## config.mk

```make
export PLATFORM = sky130hd
export DESIGN_NAME = rv32i_operand_fetch
export DESIGN_NICKNAME = d
export VERILOG_FILES = /design/src/rtl/rv32i_pkg.sv /design/src/rtl/rv32i_src_decode.sv /design/src/rtl/rv32i_operand_fetch.sv
export SDC_FILE = /design/constraint.sdc
export NUM_CORES = 1
export LEC_CHECK = 0
export ABC_AREA = 1
export BUFFER_PORTS_ARGS = -buffer_cell sky130_fd_sc_hd__buf_4
export CORE_AREA = 2 2 131 82
export DETAILED_ROUTE_END_ITERATION = 8
export DIE_AREA = 0 0 133 84
export GPL_TIMING_DRIVEN = 0
export PLACE_DENSITY = 0.8
export SYNTH_ARGS = -nofsm -noshare
export SYNTH_HDL_FRONTEND = slang
export SYNTH_HIERARCHICAL = 1
export SYNTH_SLANG_ARGS = --single-unit
```

## constraint.sdc

```tcl
create_clock -name i_clk -period 2.7 [get_ports i_clk]
set_clock_uncertainty 0.1 [all_clocks]
set_input_delay 0.135 -clock i_clk [delete_from_list [all_inputs] [get_ports i_clk]]
set_output_delay 0.135 -clock i_clk [all_outputs]
set_load 0.05 [all_outputs]
```

## src/rtl/rv32i_pkg.sv

```systemverilog
// rtl/rv32i_pkg.sv - shared opcodes and operand-fetch state encoding
package rv32i_pkg;

    localparam logic [6:0] OPC_LUI    = 7'b0110111;
    localparam logic [6:0] OPC_AUIPC  = 7'b0010111;
    localparam logic [6:0] OPC_JAL    = 7'b1101111;
    localparam logic [6:0] OPC_OP     = 7'b0110011;
    localparam logic [6:0] OPC_STORE  = 7'b0100011;
    localparam logic [6:0] OPC_BRANCH = 7'b1100011;

    typedef enum logic [2:0] {
        IDLE,
        READ_RS1,
        GAP,
        READ_RS2,
        HOLD
    } opfetch_state_e;

    function automatic logic is_read_state(input opfetch_state_e s);
        return (s == READ_RS1) || (s == READ_RS2);
    endfunction

endpackage

```

## src/rtl/rv32i_src_decode.sv

```systemverilog
// rtl/rv32i_src_decode.sv - which register sources an RV32I instruction reads
module rv32i_src_decode
    import rv32i_pkg::*;
(
    input  logic [31:0] instr,
    output logic        need_rs1,
    output logic        need_rs2,
    output logic [4:0]  rs1_addr,
    output logic [4:0]  rs2_addr
);
    logic [6:0] opcode;
    logic       uses_rs1;
    logic       uses_rs2;
    logic       unused_fields;

    assign opcode   = instr[6:0];
    assign rs1_addr = instr[19:15];
    assign rs2_addr = instr[24:20];

    assign uses_rs1 = !((opcode == OPC_LUI) || (opcode == OPC_AUIPC) || (opcode == OPC_JAL));
    assign uses_rs2 = (opcode == OPC_OP) || (opcode == OPC_STORE) || (opcode == OPC_BRANCH);

    // x0 always reads as zero, so it never costs a register-file access
    assign need_rs1 = uses_rs1 && (rs1_addr != 5'd0);
    assign need_rs2 = uses_rs2 && (rs2_addr != 5'd0);

    assign unused_fields = ^{instr[31:25], instr[14:7]};
endmodule

```

## src/rtl/rv32i_operand_fetch.sv

```systemverilog
// rtl/rv32i_operand_fetch.sv - sequences rs1/rs2 reads over a single-port register file
module rv32i_operand_fetch
    import rv32i_pkg::*;
#(
    parameter int WIDTH      = 32,
    parameter int RD_TIMEOUT = 16
) (
    input  logic             i_clk,
    input  logic             i_rst,
    input  logic             i_instr_valid,
    input  logic [31:0]      i_instr,
    output logic             o_instr_ready,
    output logic             o_rf_rd_en,
    output logic [4:0]       o_rf_reg_addr,
    input  logic [WIDTH-1:0] i_rf_reg_data,
    input  logic             i_rf_rd_valid,
    output logic             o_op_valid,
    input  logic             i_op_ready,
    output logic [31:0]      o_instr,
    output logic [WIDTH-1:0] o_rs1_data,
    output logic [WIDTH-1:0] o_rs2_data,
    output logic             o_err
);
    localparam int CNT_W = $clog2(RD_TIMEOUT + 1);

    opfetch_state_e state_q;
    opfetch_state_e next_state;

    logic [31:0]      instr_q;
    logic [CNT_W-1:0] tmo_cnt;
    logic [CNT_W-1:0] tmo_inc;
    logic             accept;
    logic             in_read;
    logic             timeout;

    logic [31:0] dec_instr;
    logic        dec_need_rs1;
    logic        dec_need_rs2;
    logic [4:0]  dec_rs1_addr;
    logic [4:0]  dec_rs2_addr;

    logic        rd_en_d;
    logic [4:0]  addr_d;
    logic        op_valid_d;
    logic        err_d;

    // In IDLE the offered instruction is decoded; afterwards the captured one
    assign dec_instr = (state_q == IDLE) ? i_instr : instr_q;

    rv32i_src_decode u_src_decode (
        .instr    (dec_instr),
        .need_rs1 (dec_need_rs1),
        .need_rs2 (dec_need_rs2),
        .rs1_addr (dec_rs1_addr),
        .rs2_addr (dec_rs2_addr)
    );

    assign accept  = i_instr_valid && (state_q == IDLE);
    assign in_read = is_read_state(state_q);
    assign tmo_inc = tmo_cnt + 1'b1;
    // A read-valid in the final allowed cycle still completes the read
    assign timeout = in_read && !i_rf_rd_valid && (tmo_inc == CNT_W'(RD_TIMEOUT));

    always_ff @(posedge i_clk) begin
        if (i_rst) begin
            state_q <= IDLE;
        end else begin
            state_q <= next_state;
        end
    end

    always_comb begin
        next_state = state_q;
        case (state_q)
            IDLE: begin
                if (accept) begin
                    if (dec_need_rs1)      next_state = READ_RS1;
                    else if (dec_need_rs2) next_state = READ_RS2;
                    else                   next_state = HOLD;
                end
            end
            READ_RS1: begin
                if (i_rf_rd_valid)  next_state = dec_need_rs2 ? GAP : HOLD;
                else if (timeout)   next_state = IDLE;
            end
            GAP:      next_state = READ_RS2;
            READ_RS2: begin
                if (i_rf_rd_valid)  next_state = HOLD;
                else if (timeout)   next_state = IDLE;
            end
            HOLD: begin
                if (i_op_ready)     next_state = IDLE;
            end
            default:  next_state = IDLE;
        endcase
    end

    always_comb begin
        rd_en_d    = is_read_state(next_state);
        op_valid_d = (next_state == HOLD);
        err_d      = timeout;
        addr_d     = o_rf_reg_addr;
        // The address only moves on entry to a read, so it is stable under rd_en
        if (state_q == IDLE) begin
            if (next_state == READ_RS1)      addr_d = dec_rs1_addr;
            else if (next_state == READ_RS2) addr_d = dec_rs2_addr;
        end else if (state_q == GAP) begin
            addr_d = dec_rs2_addr;
        end
    end

    always_ff @(posedge i_clk) begin
        if (i_rst) begin
            o_rf_rd_en    <= 1'b0;
            o_rf_reg_addr <= 5'd0;
            o_op_valid    <= 1'b0;
            o_err         <= 1'b0;
            instr_q       <= 32'd0;
            o_rs1_data    <= '0;
            o_rs2_data    <= '0;
            tmo_cnt       <= '0;
        end else begin
            o_rf_rd_en    <= rd_en_d;
            o_rf_reg_addr <= addr_d;
            o_op_valid    <= op_valid_d;
            o_err         <= err_d;

            if (accept) begin
                instr_q    <= i_instr;
                o_rs1_data <= '0;
                o_rs2_data <= '0;
            end
            if ((state_q == READ_RS1) && i_rf_rd_valid) o_rs1_data <= i_rf_reg_data;
            if ((state_q == READ_RS2) && i_rf_rd_valid) o_rs2_data <= i_rf_reg_data;

            if ((next_state != state_q) || !in_read) tmo_cnt <= '0;
            else                                     tmo_cnt <= tmo_inc;
        end
    end

    assign o_instr_ready = (state_q == IDLE);
    assign o_instr       = instr_q;
endmodule

```

==> impl_metrics.yaml, run 1 <==
sta:
  hold_viol: 0
  tns_ns: 0
  fin_hold_ws_ns: 0.0123
  max_freq_ghz: 0.380
  maxSlewViolCount: 0
  fin_ws_ns: 0.0700
  fin_crit_ns: 2.63
  relSlewSlack: 0.631
  finalSetupViolations: 0
  fin_crit_sh: 0.974
  worstMarginPinSlew_ns: 0.553
pwr:
  p_sw_mw: 1.60
  p_leak_nw: 3.10
  combPwrFrac: 0.314
  power.density_nw_per_um2: 633
  netSwitchingFraction: 0.357
  peakVddDrop_mv: 0.379
  p_int_mw: 2.88
  pwr-share-seq: 0.408
  p_clk_frac: 0.279
routing:
  ant_nets: 0
  drc: 0
  avgRoutedWirePerCell_um: 16.1
  drt-initial-drc-count: 506
  dr_total_vias: 5461
  routed_via_density: 5.43
  wl_um: 16200
  dr.pass1.iters: 6
cells_and_area:
  multi_input_area_um2: 1940
  area_growth_pct: 51.9
  fin_nets: 931
  drive_above_1_share: 0.290
  fillers: 782
  seq_area_um2: 2240
  antenna-diode-count: 0
  post-route-util: 0.698
  final_area_um2: 7070
place:
  dp_slack_ns: -0.224
  numPortBuffers: 171
  gp_congestion: 0.879
  dpl_cell_area_um2: 6110
  dpl.hpwl_um: 11400
clock_tree:
  cts_tree: "done"
  clk_latency_ns: 0.34
  cts_max_path_buffers: 2
  numCtsBuffers: 9
  cts_htree_levels: 3
  cts.sinks: 112
  ctsRootBufferMaster: "clkbuf_16"
  clk_pin_slew_ns: 0.07
run_status:
  outcome: "completed"
floorplan:
  placementRows: 29
  io_pins: 174
  initial_core_util: 0.460
  die_x_um: 133
  die_h_um: 84
  core_area_um2: 10100
  die_area_um2: 11200
global_route:
  overflow: 0
  antenna_found_initial: 0
  grt.total_usage: 0.284
  grt_pass1_vias: 5313
  grt_max_degree: 19
  grt_first_pass_wirelength_um: 25800
setup_path:
  required_ns: 2.84
  cp.arrival_ns: 2.77
  crit_path_start: "state_q[2]"
  cp-start-kind: "flip-flop"
  reg2reg_from: "state_q[2]"
  setup.worst_path.end_class: "flip-flop"
  path_max_fanout: 8
  critPathKind: "flip-flop to flip-flop"
logic_synthesis:
  syn_area_per_cell_um2: 7.54
  synth_area_um2: 4650
  yosys_warnings: 6
  synth_fp_nets: 687
  synth_cells: 617
hold_path:
  hold_class: "input pin to flip-flop"
  min_from: "i_instr[22]"
flow_run:
  cap_violations: 0
## layout make-up
cell class	count	share of cell area
Multi-Input combinational cell	383	0.275
Buffer	60	0.0444
Clock inverter	5	0.00549
Clock buffer	11	0.0329
Tap cell	139	0.0246
Inverter	62	0.0333
Sequential cell	112	0.317
Timing Repair Buffer	233	0.268
## path summary, 6_finish.rpt
check             depth (start not counted)          endpoint  slack [ns]
setup / recovery                         20  o_rf_reg_addr[0]        0.07
hold / removal                            3       o_instr[22]        0.01
setup reg to reg                         20  o_rf_reg_addr[0]        0.07
hold reg to reg                           2        o_instr[8]        0.35
## through the flow
step | instances | power (mW)
after CTS | 1000 | 4.40
after global routing | 1005 | 4.65
after detailed placement | 927 | 3.09
after floorplan | 617 | 2.68
final | 1005 | 4.47
after global placement | 927 | 3.05
## timing repair
item,CTS,global route
gates resized for setup,7,26
buffers inserted,0,5
pin swaps,1,9
endpoints found under the hold margin,87,0
hold buffers,57,0
setup endpoints to repair,5,5
## registers in the layout, indices dropped and copies added (netlist names)
| name | flops |
|---|---|
| o_instr | 32 |
| o_rf_rd_en | 1 |
| state_q | 3 |
| tmo_cnt | 5 |
| o_err | 1 |
| o_op_valid | 1 |
| o_rs1_data | 32 |
| o_rf_reg_addr | 5 |
| o_rs2_data | 32 |
## worst max-delay path, stage by stage, from the launching register on
cell and delay [ns]:
dfxtp_1 0.39, nor3_4 0.27, buf_6 0.18, buf_2 0.13, nand2_1 0.06, o21ai_1 0.11, nand2_1 0.09, inv_1 0.08
nor2_2 0.05, nand3_1 0.07, nand2_1 0.08, inv_2 0.09, nor2_1 0.05, nand4_1 0.07, nand2_1 0.09, nor2_4 0.23
nand3_4 0.12, nand2_1 0.09, nand3_1 0.07, nand2_1 0.07, inv_1 0.04
## metal layers
layer | vias to the layer above | GRT usage | share of wire
li1 | 2529 | - | -
met1 | 2563 | 0.368 | 0.43
met2 | 317 | 0.472 | 0.46
met3 | 52 | 0.0613 | 0.090
met4 | 0 | 0.0938 | 0.022
met5 | - | 0 | 0
## cells in the final DEF (no fill, tap or decap), drive strengths merged, types with 5 or more instances in the layout
cell / count
buf: 213
dfxtp: 112
nand3: 108
a21oi: 103
nand2: 81
inv: 65
dlygate4sd3: 57
o21ai: 54
clkbuf: 34
nor2: 20
nand4: 9
nor3: 5
## power groups by stage
stage / logic (mW) / registers [mW] / clock network [mW]
floorplan: 0.478 / 2.20 / 0
global placement: 1.20 / 1.85 / 0
detailed placement: 1.23 / 1.86 / 0
CTS: 1.32 / 1.82 / 1.27
global route: 1.48 / 1.83 / 1.33
finish: 1.40 / 1.82 / 1.25
(Power assumes the default switching activity.)
==> inputs of run 2 (changes only) <==
--- a/config.mk
+++ b/config.mk
@@ -12,6 +12,7 @@
 export DIE_AREA = 0 0 133 84
 export GPL_TIMING_DRIVEN = 0
 export PLACE_DENSITY = 0.8
+export RECOVER_POWER = 100
 export SYNTH_ARGS = -nofsm -noshare
 export SYNTH_HDL_FRONTEND = slang
 export SYNTH_HIERARCHICAL = 1
==> impl_metrics.yaml, run 2 (synthesis results as in run 1) <==
cells_and_area:
  fin_nets: 931
  final_cell_mix: "138 x clkbuf_1, 112 x dfxtp_1, 106 x nand3_1, 101 x a21oi_1, 83 x buf_4"
  post-route-util: 0.657
  layout_commonest_cell: "clkbuf_1"
  antenna-diode-count: 0
  drive_above_1_share: 0.155
  fillers: 910
  area_growth_pct: 43.0
sta:
  fin_ws_ns: 0.0967
  maxSlewViolCount: 0
  fin_hold_ws_ns: 0.00865
  fin_crit_ns: 2.60
  relSlewSlack: 0.559
  fin_crit_sh: 0.964
  max_freq_ghz: 0.384
  tns_ns: 0
  hold_viol: 0
  worstMarginPinSlew_ns: 0.664
  finalSetupViolations: 0
clock_tree:
  cts_htree_levels: 3
  cts.sinks: 112
  cts_max_path_buffers: 2
  ctsRootBufferMaster: "clkbuf_16"
  cts_tree: "done"
  numCtsBuffers: 9
  clk_latency_ns: 0.34
  clk_pin_slew_ns: 0.08
pwr:
  combPwrFrac: 0.299
  power.density_nw_per_um2: 658
  p_clk_frac: 0.286
  netSwitchingFraction: 0.365
  power_mw: 4.38
  pwr-share-seq: 0.416
  p_sw_mw: 1.60
  p_int_mw: 2.78
  peakVddDrop_mv: 0.376
  p_leak_nw: 2.64
run_status:
  outcome: "completed"
setup_path:
  required_ns: 2.84
  critPathBufInv: 5
  slowest_delay_ns: 0.39
  crit_top_cell: "nand2_1"
  critPathKind: "flip-flop to flip-flop"
  cp.arrival_ns: 2.75
  worstPathCellList: "nor3_4 > buf_6 > buf_2 > nand2_1 > o21ai_0 > nand2_1 > inv_1 > nor2_2 > nand3_1 > nand2_1 > inv_2 > nor2_1 > nand4_1 > nand2_1 > nor2_4 > nand3_4 > nand2_1 > nand3_1 > nand2_1 > inv_1"
  cp-start-kind: "flip-flop"
  worst_path_max_delay_cell: "dfxtp_1"
  crit_family: "simple AND/OR/NAND/NOR gates"
  path_max_fanout: 8
  setup.worst_path.end_class: "flip-flop"
global_route:
  use_met1: 0.368
  grt_max_degree: 19
  antenna_found_initial: 0
  overflow: 0
  grt_pass1_vias: 5313
  met2_usage: 0.472
  met3_usage: 0.0613
  grt_first_pass_wirelength_um: 25800
  grt.total_usage: 0.284
  top_usage_layer: "met2"
floorplan:
  die_area_um2: 11200
  initial_core_util: 0.460
  core_area_um2: 10100
  io_pins: 174
  die_h_um: 84
  placementRows: 29
  die_x_um: 133
place:
  dp_slack_ns: -0.224
  gp_congestion: 0.879
  dpl.hpwl_um: 11400
  numPortBuffers: 171
routing:
  avgRoutedWirePerCell_um: 16.1
  wl_um: 16200
  dr.pass1.iters: 7
  ant_nets: 0
  routed_via_density: 5.42
  drc: 0
  drt-initial-drc-count: 512
  dr_total_vias: 5449
flow_run:
  cap_violations: 0
hold_path:
  hold_class: "input pin to flip-flop"
-- run 2: through the flow --
stage,instance area (um^2),instances
3_5_place_dp,6110,927
6_report,6650,1005
2_1_floorplan,4660,617
4_1_cts,6980,1000
5_1_grt,6650,1005
3_3_place_gp,6110,927
-- run 2: area by class of cell --
cell class / instances / area (um^2) / area share
clock buffer: 11 / 233 / 0.0350
timing repair buffer: 233 / 1500 / 0.225
buffer: 60 / 303 / 0.0455
clock inverter: 5 / 38.8 / 0.00583
sequential: 112 / 2240 / 0.337
inverter: 62 / 235 / 0.0354
multi-input combinational: 383 / 1930 / 0.290
tap: 139 / 174 / 0.0261
-- run 2: worst paths after layout --
| check | startpoint | to | slack [ns] | depth (start not counted) |
|---|---|---|---|---|
| worst max-delay path | state_q[2] | o_rf_reg_addr[0] | 0.1 | 20 |
| worst min-delay path | i_instr[23] | o_instr[23] | 0.009 | 3 |
| worst max register to register | state_q[2] | o_rf_reg_addr[0] | 0.1 | 20 |
| worst min register to register | o_instr[31] | o_instr[31] | 0.35 | 2 |
-- run 2: power by group through the flow --
stage / registers, mW / logic (mW) / clock network, mW
after global placement: 1.85 / 1.20 / 0
final: 1.82 / 1.31 / 1.25
after global routing: 1.83 / 1.39 / 1.33
after detailed placement: 1.86 / 1.23 / 0
after CTS: 1.82 / 1.32 / 1.27
after floorplan: 2.20 / 0.478 / 0
-- run 2: tightest hold or removal path: cells and delay by family --
family / cells / cell delay (ns)
AO/OA/AOI/OAI: 2 / 0.19
buffers and inverters: 1 / 0.09
-- run 2: layer usage --
layer | vias to the layer above | wire length [um]
met3 | 40 | 1320
met5 | - | 0
li1 | 2527 | -
met2 | 289 | 7430
met1 | 2593 | 7130
met4 | 0 | 344
-- run 2: timing repair --
item                                    CTS  global route
hold buffers                             57             0
endpoints found under the hold margin    87             0
endpoints found under the setup margin    5             5
pin swaps                                 1             9
gates resized for setup                   7            26
buffers inserted                          0             5
